==> src/rtl/planta_pkg.sv <==
// rtl/planta_pkg.sv - fault codes, operating modes and command decode for the washer plant
package planta_pkg;

    localparam logic [1:0] FALHA_NENHUMA    = 2'd0;
    localparam logic [1:0] FALHA_CONFLITO   = 2'd1;
    localparam logic [1:0] FALHA_MOLHADO    = 2'd2;
    localparam logic [1:0] FALHA_TRANSBORDO = 2'd3;

    typedef enum logic [1:0] {
        ENCHER   = 2'd0,
        SEGURAR  = 2'd1,
        ESVAZIAR = 2'd2,
        CONFLITO = 2'd3
    } modo_e;

    // The drain valve is open by default, so idle and spin both drain the tank.
    function automatic modo_e decodifica_modo(input logic bomba, input logic agitar,
                                              input logic girar, input logic centrifugar);
        logic [2:0] n;
        n = {2'b00, bomba} + {2'b00, agitar} + {2'b00, girar} + {2'b00, centrifugar};
        if (n > 3'd1)
            return CONFLITO;
        else if (bomba)
            return ENCHER;
        else if (agitar || girar)
            return SEGURAR;
        else
            return ESVAZIAR;
    endfunction

endpackage

==> src/rtl/planta_lavadora_if.sv <==
// rtl/planta_lavadora_if.sv - actuator commands and sensor flags between controller and plant
interface planta_lavadora_if #(
    parameter int NIVEL_MAX = 15
);
    localparam int NW = $clog2(NIVEL_MAX + 1);

    logic          bomba_agua;
    logic          modo_agitar;
    logic          modo_girar;
    logic          modo_centrifugar;
    logic [NW-1:0] nivel;
    logic          cheio;
    logic          vazio;
    logic          tempo1;
    logic          tempo2;
    logic          tempo3;
    logic [1:0]    falha;

    modport master (
        output bomba_agua, modo_agitar, modo_girar, modo_centrifugar,
        input  nivel, cheio, vazio, tempo1, tempo2, tempo3, falha
    );

    modport slave (
        input  bomba_agua, modo_agitar, modo_girar, modo_centrifugar,
        output nivel, cheio, vazio, tempo1, tempo2, tempo3, falha
    );

endinterface

==> src/rtl/temporizador.sv <==
// rtl/temporizador.sv - saturating run-time counter, pronto once en has been high for T edges
module temporizador #(
    parameter int T = 10
) (
    input  logic clock,
    input  logic reset,
    input  logic en,
    input  logic limpa,
    output logic pronto
);
    localparam int CW = $clog2(T + 1);
    localparam logic [CW-1:0] LIMITE = CW'(T);

    logic [CW-1:0] count_q, count_d;

    always_comb begin
        count_d = count_q;
        if (limpa || !en)
            count_d = '0;
        else if (count_q != LIMITE)
            count_d = count_q + 1'b1;
    end

    always_ff @(posedge clock) begin
        if (reset)
            count_q <= '0;
        else
            count_q <= count_d;
    end

    assign pronto = (count_q == LIMITE);

endmodule

==> src/rtl/planta_lavadora.sv <==
// rtl/planta_lavadora.sv - washer plant model: level integrator, mode timers and sticky fault register
module planta_lavadora
    import planta_pkg::*;
#(
    parameter int NIVEL_MAX = 15,
    parameter int PASSO     = 4,
    parameter int T1        = 10,
    parameter int T2        = 8,
    parameter int T3        = 12
) (
    input logic             clock,
    input logic             reset,
    planta_lavadora_if.slave bus
);
    localparam int NW = $clog2(NIVEL_MAX + 1);
    localparam int PW = (PASSO > 1) ? $clog2(PASSO) : 1;
    localparam logic [NW-1:0] NIVEL_CHEIO = NW'(NIVEL_MAX);
    localparam logic [PW-1:0] PASSO_FIM   = PW'(PASSO - 1);

    logic [PW-1:0] presc_q, presc_d;
    logic [NW-1:0] nivel_q, nivel_d;
    logic [1:0]    falha_q, falha_d;
    modo_e         modo;
    logic          passo;
    logic          congela;

    assign modo  = decodifica_modo(bus.bomba_agua, bus.modo_agitar,
                                   bus.modo_girar, bus.modo_centrifugar);
    assign passo = (presc_q == PASSO_FIM);

    always_comb begin
        presc_d = passo ? '0 : presc_q + 1'b1;
    end

    // Lowest code wins when several faults coincide; once set, only reset clears it.
    always_comb begin
        falha_d = falha_q;
        if (falha_q == FALHA_NENHUMA) begin
            if (modo == CONFLITO)
                falha_d = FALHA_CONFLITO;
            else if (bus.modo_centrifugar && nivel_q != '0)
                falha_d = FALHA_MOLHADO;
            else if (bus.bomba_agua && passo && nivel_q == NIVEL_CHEIO)
                falha_d = FALHA_TRANSBORDO;
        end
    end

    // Freezing on falha_d keeps the offending step or timer increment from landing.
    assign congela = (falha_d != FALHA_NENHUMA);

    always_comb begin
        nivel_d = nivel_q;
        if (!congela && passo) begin
            if (modo == ENCHER && nivel_q != NIVEL_CHEIO)
                nivel_d = nivel_q + 1'b1;
            else if (modo == ESVAZIAR && nivel_q != '0)
                nivel_d = nivel_q - 1'b1;
        end
    end

    always_ff @(posedge clock) begin
        if (reset) begin
            presc_q <= '0;
            nivel_q <= '0;
            falha_q <= FALHA_NENHUMA;
        end else begin
            presc_q <= presc_d;
            nivel_q <= nivel_d;
            falha_q <= falha_d;
        end
    end

    temporizador #(.T(T1)) u_tempo_agitar (
        .clock  (clock),
        .reset  (reset),
        .en     (bus.modo_agitar),
        .limpa  (congela),
        .pronto (bus.tempo1)
    );

    temporizador #(.T(T2)) u_tempo_girar (
        .clock  (clock),
        .reset  (reset),
        .en     (bus.modo_girar),
        .limpa  (congela),
        .pronto (bus.tempo2)
    );

    temporizador #(.T(T3)) u_tempo_centrifugar (
        .clock  (clock),
        .reset  (reset),
        .en     (bus.modo_centrifugar),
        .limpa  (congela),
        .pronto (bus.tempo3)
    );

    assign bus.nivel = nivel_q;
    assign bus.cheio = (nivel_q == NIVEL_CHEIO);
    assign bus.vazio = (nivel_q == '0);
    assign bus.falha = falha_q;

endmodule
==> src/flat_wrapper.sv <==
// flat-port wrapper written by rule: the top's interface ports become plain ports
module planta_lavadora_flat import planta_pkg::*;
#(
    parameter int NIVEL_MAX = 15,
    parameter int PASSO     = 4,
    parameter int T1        = 10,
    parameter int T2        = 8,
    parameter int T3        = 12
)
  (clock, reset, bus_bomba_agua, bus_modo_agitar, bus_modo_girar, bus_modo_centrifugar, bus_nivel, bus_cheio, bus_vazio, bus_tempo1, bus_tempo2, bus_tempo3, bus_falha);
  planta_lavadora_if #(.NIVEL_MAX(NIVEL_MAX)) bus_i ();
  input logic clock;
  input logic reset;
  input wire logic [$bits(bus_i.bomba_agua)-1:0] bus_bomba_agua;
  input wire logic [$bits(bus_i.modo_agitar)-1:0] bus_modo_agitar;
  input wire logic [$bits(bus_i.modo_girar)-1:0] bus_modo_girar;
  input wire logic [$bits(bus_i.modo_centrifugar)-1:0] bus_modo_centrifugar;
  output wire logic [$bits(bus_i.nivel)-1:0] bus_nivel;
  output wire logic [$bits(bus_i.cheio)-1:0] bus_cheio;
  output wire logic [$bits(bus_i.vazio)-1:0] bus_vazio;
  output wire logic [$bits(bus_i.tempo1)-1:0] bus_tempo1;
  output wire logic [$bits(bus_i.tempo2)-1:0] bus_tempo2;
  output wire logic [$bits(bus_i.tempo3)-1:0] bus_tempo3;
  output wire logic [$bits(bus_i.falha)-1:0] bus_falha;
  assign bus_i.bomba_agua = bus_bomba_agua;
  assign bus_i.modo_agitar = bus_modo_agitar;
  assign bus_i.modo_girar = bus_modo_girar;
  assign bus_i.modo_centrifugar = bus_modo_centrifugar;
  assign bus_nivel = bus_i.nivel;
  assign bus_cheio = bus_i.cheio;
  assign bus_vazio = bus_i.vazio;
  assign bus_tempo1 = bus_i.tempo1;
  assign bus_tempo2 = bus_i.tempo2;
  assign bus_tempo3 = bus_i.tempo3;
  assign bus_falha = bus_i.falha;
  planta_lavadora #(.NIVEL_MAX(NIVEL_MAX), .PASSO(PASSO), .T1(T1), .T2(T2), .T3(T3)) u_core (.clock(clock), .reset(reset), .bus(bus_i));
endmodule
==> config.mk <==
export PLATFORM = sky130hd
export DESIGN_NAME = planta_lavadora_flat
export DESIGN_NICKNAME = d
export VERILOG_FILES = /design/src/rtl/planta_pkg.sv /design/src/rtl/planta_lavadora_if.sv /design/src/rtl/temporizador.sv /design/src/rtl/planta_lavadora.sv /design/src/flat_wrapper.sv
export SDC_FILE = /design/constraint.sdc
export NUM_CORES = 1
export LEC_CHECK = 0
export ABC_CLOCK_PERIOD_IN_PS = 4850
export BUFFER_PORTS_ARGS = -buffer_cell sky130_fd_sc_hd__buf_2
export CAP_MARGIN = 20
export CORE_MARGIN = 2
export CORE_UTILIZATION = 55
export DETAILED_ROUTE_END_ITERATION = 16
export GPL_TIMING_DRIVEN = 1
export PLACE_DENSITY_LB_ADDON = 0.12
export SYNTH_ARGS = -nofsm -noshare
export SYNTH_HDL_FRONTEND = slang
export SYNTH_SLANG_ARGS = --single-unit
export TNS_END_PERCENT = 1
==> constraint.sdc <==
create_clock -name clock -period 4.85 [get_ports clock]
set_input_delay 0.7275 -clock clock [delete_from_list [all_inputs] [get_ports clock]]
set_output_delay 0.7275 -clock clock [all_outputs]
set_load 0.1 [all_outputs]
==> metrics.cfg <==
[placed_design]
place_congestion = 0.763
pre_cts_ws_ns = 1.66
portBuffers = 16
dpl.hpwl_um = 1520

[timing]
hold_viol_final = 0
tightest_slew_ns = 0.485
rsz0062_at_grt = false
finalSetupTns_ns = 0
period_share = 0.592
setup_violations = 0
maxSlewHeadroom = 0.679
max_freq_ghz = 0.348
clock_skew_ns = 0.00141
period_needed_ns = 2.87
drv_slew = 0
worst_slack_ns = 1.98

[worst_setup_path]
end_kind = register
cp.arrival_ns = 3.09
crit_required_ns = 5.06
worst_setup_path_start_kind = input pin
crit_type = in -> reg
crit_fanout = 4

[clock_tree]
clk_pin_slew_worst_paths_ns = 0.12
htreeDepth = 1
cts_tree = built
cts_hold_buf = 0
clock_sinks = 20
post-cts-setup-buffers = 0
cts_resized = 0
cts.path.max_buffers = 2
numCtsBuffers = 3
clockRootBuffer = clkbuf_4
insertion_delay_ns = 0.30

[power]
p_seq_frac = 0.486
switchingPower_uw = 87.4
powerDensity_nw_per_um2 = 289
switching_share = 0.246
intPower_uw = 268
cellLeakagePower_uw = 0.000556
p_comb_frac = 0.127
vdd_drop_max_v = 0.000235
pwr-share-clk = 0.388

[detailed_routing]
drc_errors = 0
routed_via_density = 5.32
drt_iter0_markers = 14
vias = 840
wl_per_cell_um = 12.8
antenna_left = 0
wl_um = 2020
dr.pass1.iters = 4

[min_path]
hold_class = reg -> reg

[job]
maxCapViolations = 0

[yosys]
synth_warnings = 0
synth_area_um2 = 1070
synth.distinct_cells = 32
syn_inst = 114
seq_area_frac_synth = 0.375
syn_area_per_cell_um2 = 9.37
ys_seq_elements = 20
synthesis.nets = 132

[global_routing]
grt_max_degree = 13
grt_pass1_vias = 812
grt_pass1_wl_um = 3370
grt_antenna_before_repair = 0
track_usage = 0.214
grt_overflow = 0

[floorplan]
core-area_um2 = 1780
ios = 17
placementRows = 15
start_util = 0.599
fp.dieW_um = 48.1
dieArea_um2 = 2310
die_h_um = 48.1

[final_layout]
drive_gt1_frac = 0.203
nNetsFinal = 152
diodes = 0
fillers = 149
syn2layout_area_growth_pct = 15.0

[run_status]
status = completed

## worst max-delay path, cell delays in order
cell      delay, ns
buf_2          0.12
ha_1           0.30
ha_1           0.31
a211oi_1       0.22
and3_1         0.22
inv_1          0.11
ha_1           0.30
a21o_1         0.19
a21oi_1        0.17
xnor2_1        0.16
a21oi_1        0.09
a31o_1         0.18
## cells in the final DEF (no fill, tap or decap), drive strengths merged, types with 4 or more instances in the layout
| master | n |
|---|---|
| nor3 | 4 |
| a21oi | 4 |
| ha | 11 |
| xnor2 | 8 |
| dfxtp | 20 |
| nand4 | 5 |
| buf | 16 |
| nand3 | 5 |
| inv | 10 |
| nand2 | 4 |
| nor2 | 16 |
## synth_stat cells (all sizes together)
| cell type | count | area share |
|---|---|---|
| a211oi | 3 | 0.026 |
| a221oi | 1 | 0.0082 |
| dfxtp | 20 | 0.37 |
| a21o | 1 | 0.0070 |
| or4 | 1 | 0.0070 |
| a2111oi | 1 | 0.014 |
| a31o | 1 | 0.0082 |
| nor3b | 1 | 0.0070 |
| nor2b | 1 | 0.0059 |
| a21oi | 4 | 0.019 |
| ha | 11 | 0.13 |
| inv | 10 | 0.035 |
| o21ai | 2 | 0.0094 |
| xor2 | 3 | 0.025 |
| o2111a | 1 | 0.019 |
| nor3 | 4 | 0.023 |
| nand2b | 1 | 0.0059 |
| nand4 | 5 | 0.029 |
| xnor2 | 8 | 0.066 |
| nand2 | 4 | 0.014 |
| clkbuf | 1 | 0.0035 |
| o21a | 1 | 0.0070 |
| mux2i | 3 | 0.028 |
| nor2 | 16 | 0.056 |
| nand3 | 5 | 0.023 |
| or2b | 1 | 0.0082 |
| or2 | 1 | 0.0059 |
| and3 | 1 | 0.0059 |
| fa | 1 | 0.019 |
| nor4 | 1 | 0.012 |
## cell type report
class	instances	area, µm²	area share
Multi-Input combinational cell	83	627	0.510
Sequential cell	20	400	0.326
Timing Repair Buffer	16	80.1	0.0652
Inverter	10	37.5	0.0305
Tap cell	25	31.3	0.0255
Clock inverter	1	30.0	0.0244
Clock buffer	3	22.5	0.0183
## registers in the layout, summed over array words and instances (netlist names)
signal / cells
u_core.bus.nivel: 4
u_core.u_tempo_agitar.count_q: 4
u_core.u_tempo_centrifugar.count_q: 4
u_core.u_tempo_girar.count_q: 4
u_core.bus.falha: 2
u_core.presc_q: 2
## power groups by stage
| stage | sequential [µW] | combinational, µW | clock, µW |
|---|---|---|---|
| after floorplan | 184 | 26.5 | 0 |
| after global placement | 176 | 42.7 | 0 |
| after detailed placement | 176 | 44.7 | 0 |
| after CTS | 172 | 45.0 | 139 |
| after global routing | 173 | 49.9 | 145 |
| final | 173 | 45.0 | 138 |
## metrics by stage
| stage | instance area, µm² | instances | power [µW] | hold slack (ns) | util |
|---|---|---|---|---|---|
| 2_1_floorplan | 1070 | 114 | 210 | 0.404 | - |
| 3_3_place_gp | 1180 | 154 | 219 | 0.412 | 0.660 |
| 3_5_place_dp | 1180 | 154 | 221 | 0.425 | 0.660 |
| 4_1_cts | 1230 | 158 | 356 | 0.435 | 0.689 |
| 5_1_grt | 1230 | 158 | 368 | 0.471 | 0.689 |
| 6_report | 1230 | 158 | 355 | 0.435 | 0.689 |
## kinds of logic (layout without fill, tap and decap cells)
| family | Yosys count | in the layout | share of synthesized area |
|---|---|---|---|
| adders and majority gates | 12 | 12 | 0.148 |
| DFF | 20 | 20 | 0.375 |
| and+or+nand+nor | 42 | 42 | 0.204 |
| muxes | 3 | 3 | 0.0281 |
| buffers and inverters | 11 | 30 | 0.0386 |
| AOI/OAI and AO/OA | 15 | 15 | 0.117 |
| xor gates and xnor gates | 11 | 11 | 0.0902 |
## final timing paths
| kind | from | to | slack (ns) | cells past startpoint |
|---|---|---|---|---|
| setup / recovery | bus_modo_agitar | u_core.bus.nivel[3] | 1.98 | 12 |
| hold / removal | u_core.presc_q[0] | u_core.presc_q[0] | 0.44 | 1 |
| setup reg to reg | u_core.bus.nivel[0] | u_core.bus.nivel[3] | 2.57 | 9 |
| hold reg to reg | u_core.presc_q[0] | u_core.presc_q[0] | 0.44 | 1 |
## per-layer routing
layer / global-route usage / vias to the layer above / routed length, µm
li1: - / 433 / -
met1: 0.234 / 385 / 880
met2: 0.397 / 17 / 1040
met3: 0.0453 / 5 / 68
met4: 0.0811 / 0 / 31
met5: 0 / - / 0
Note: power is estimated with default switching activity, not from simulation.
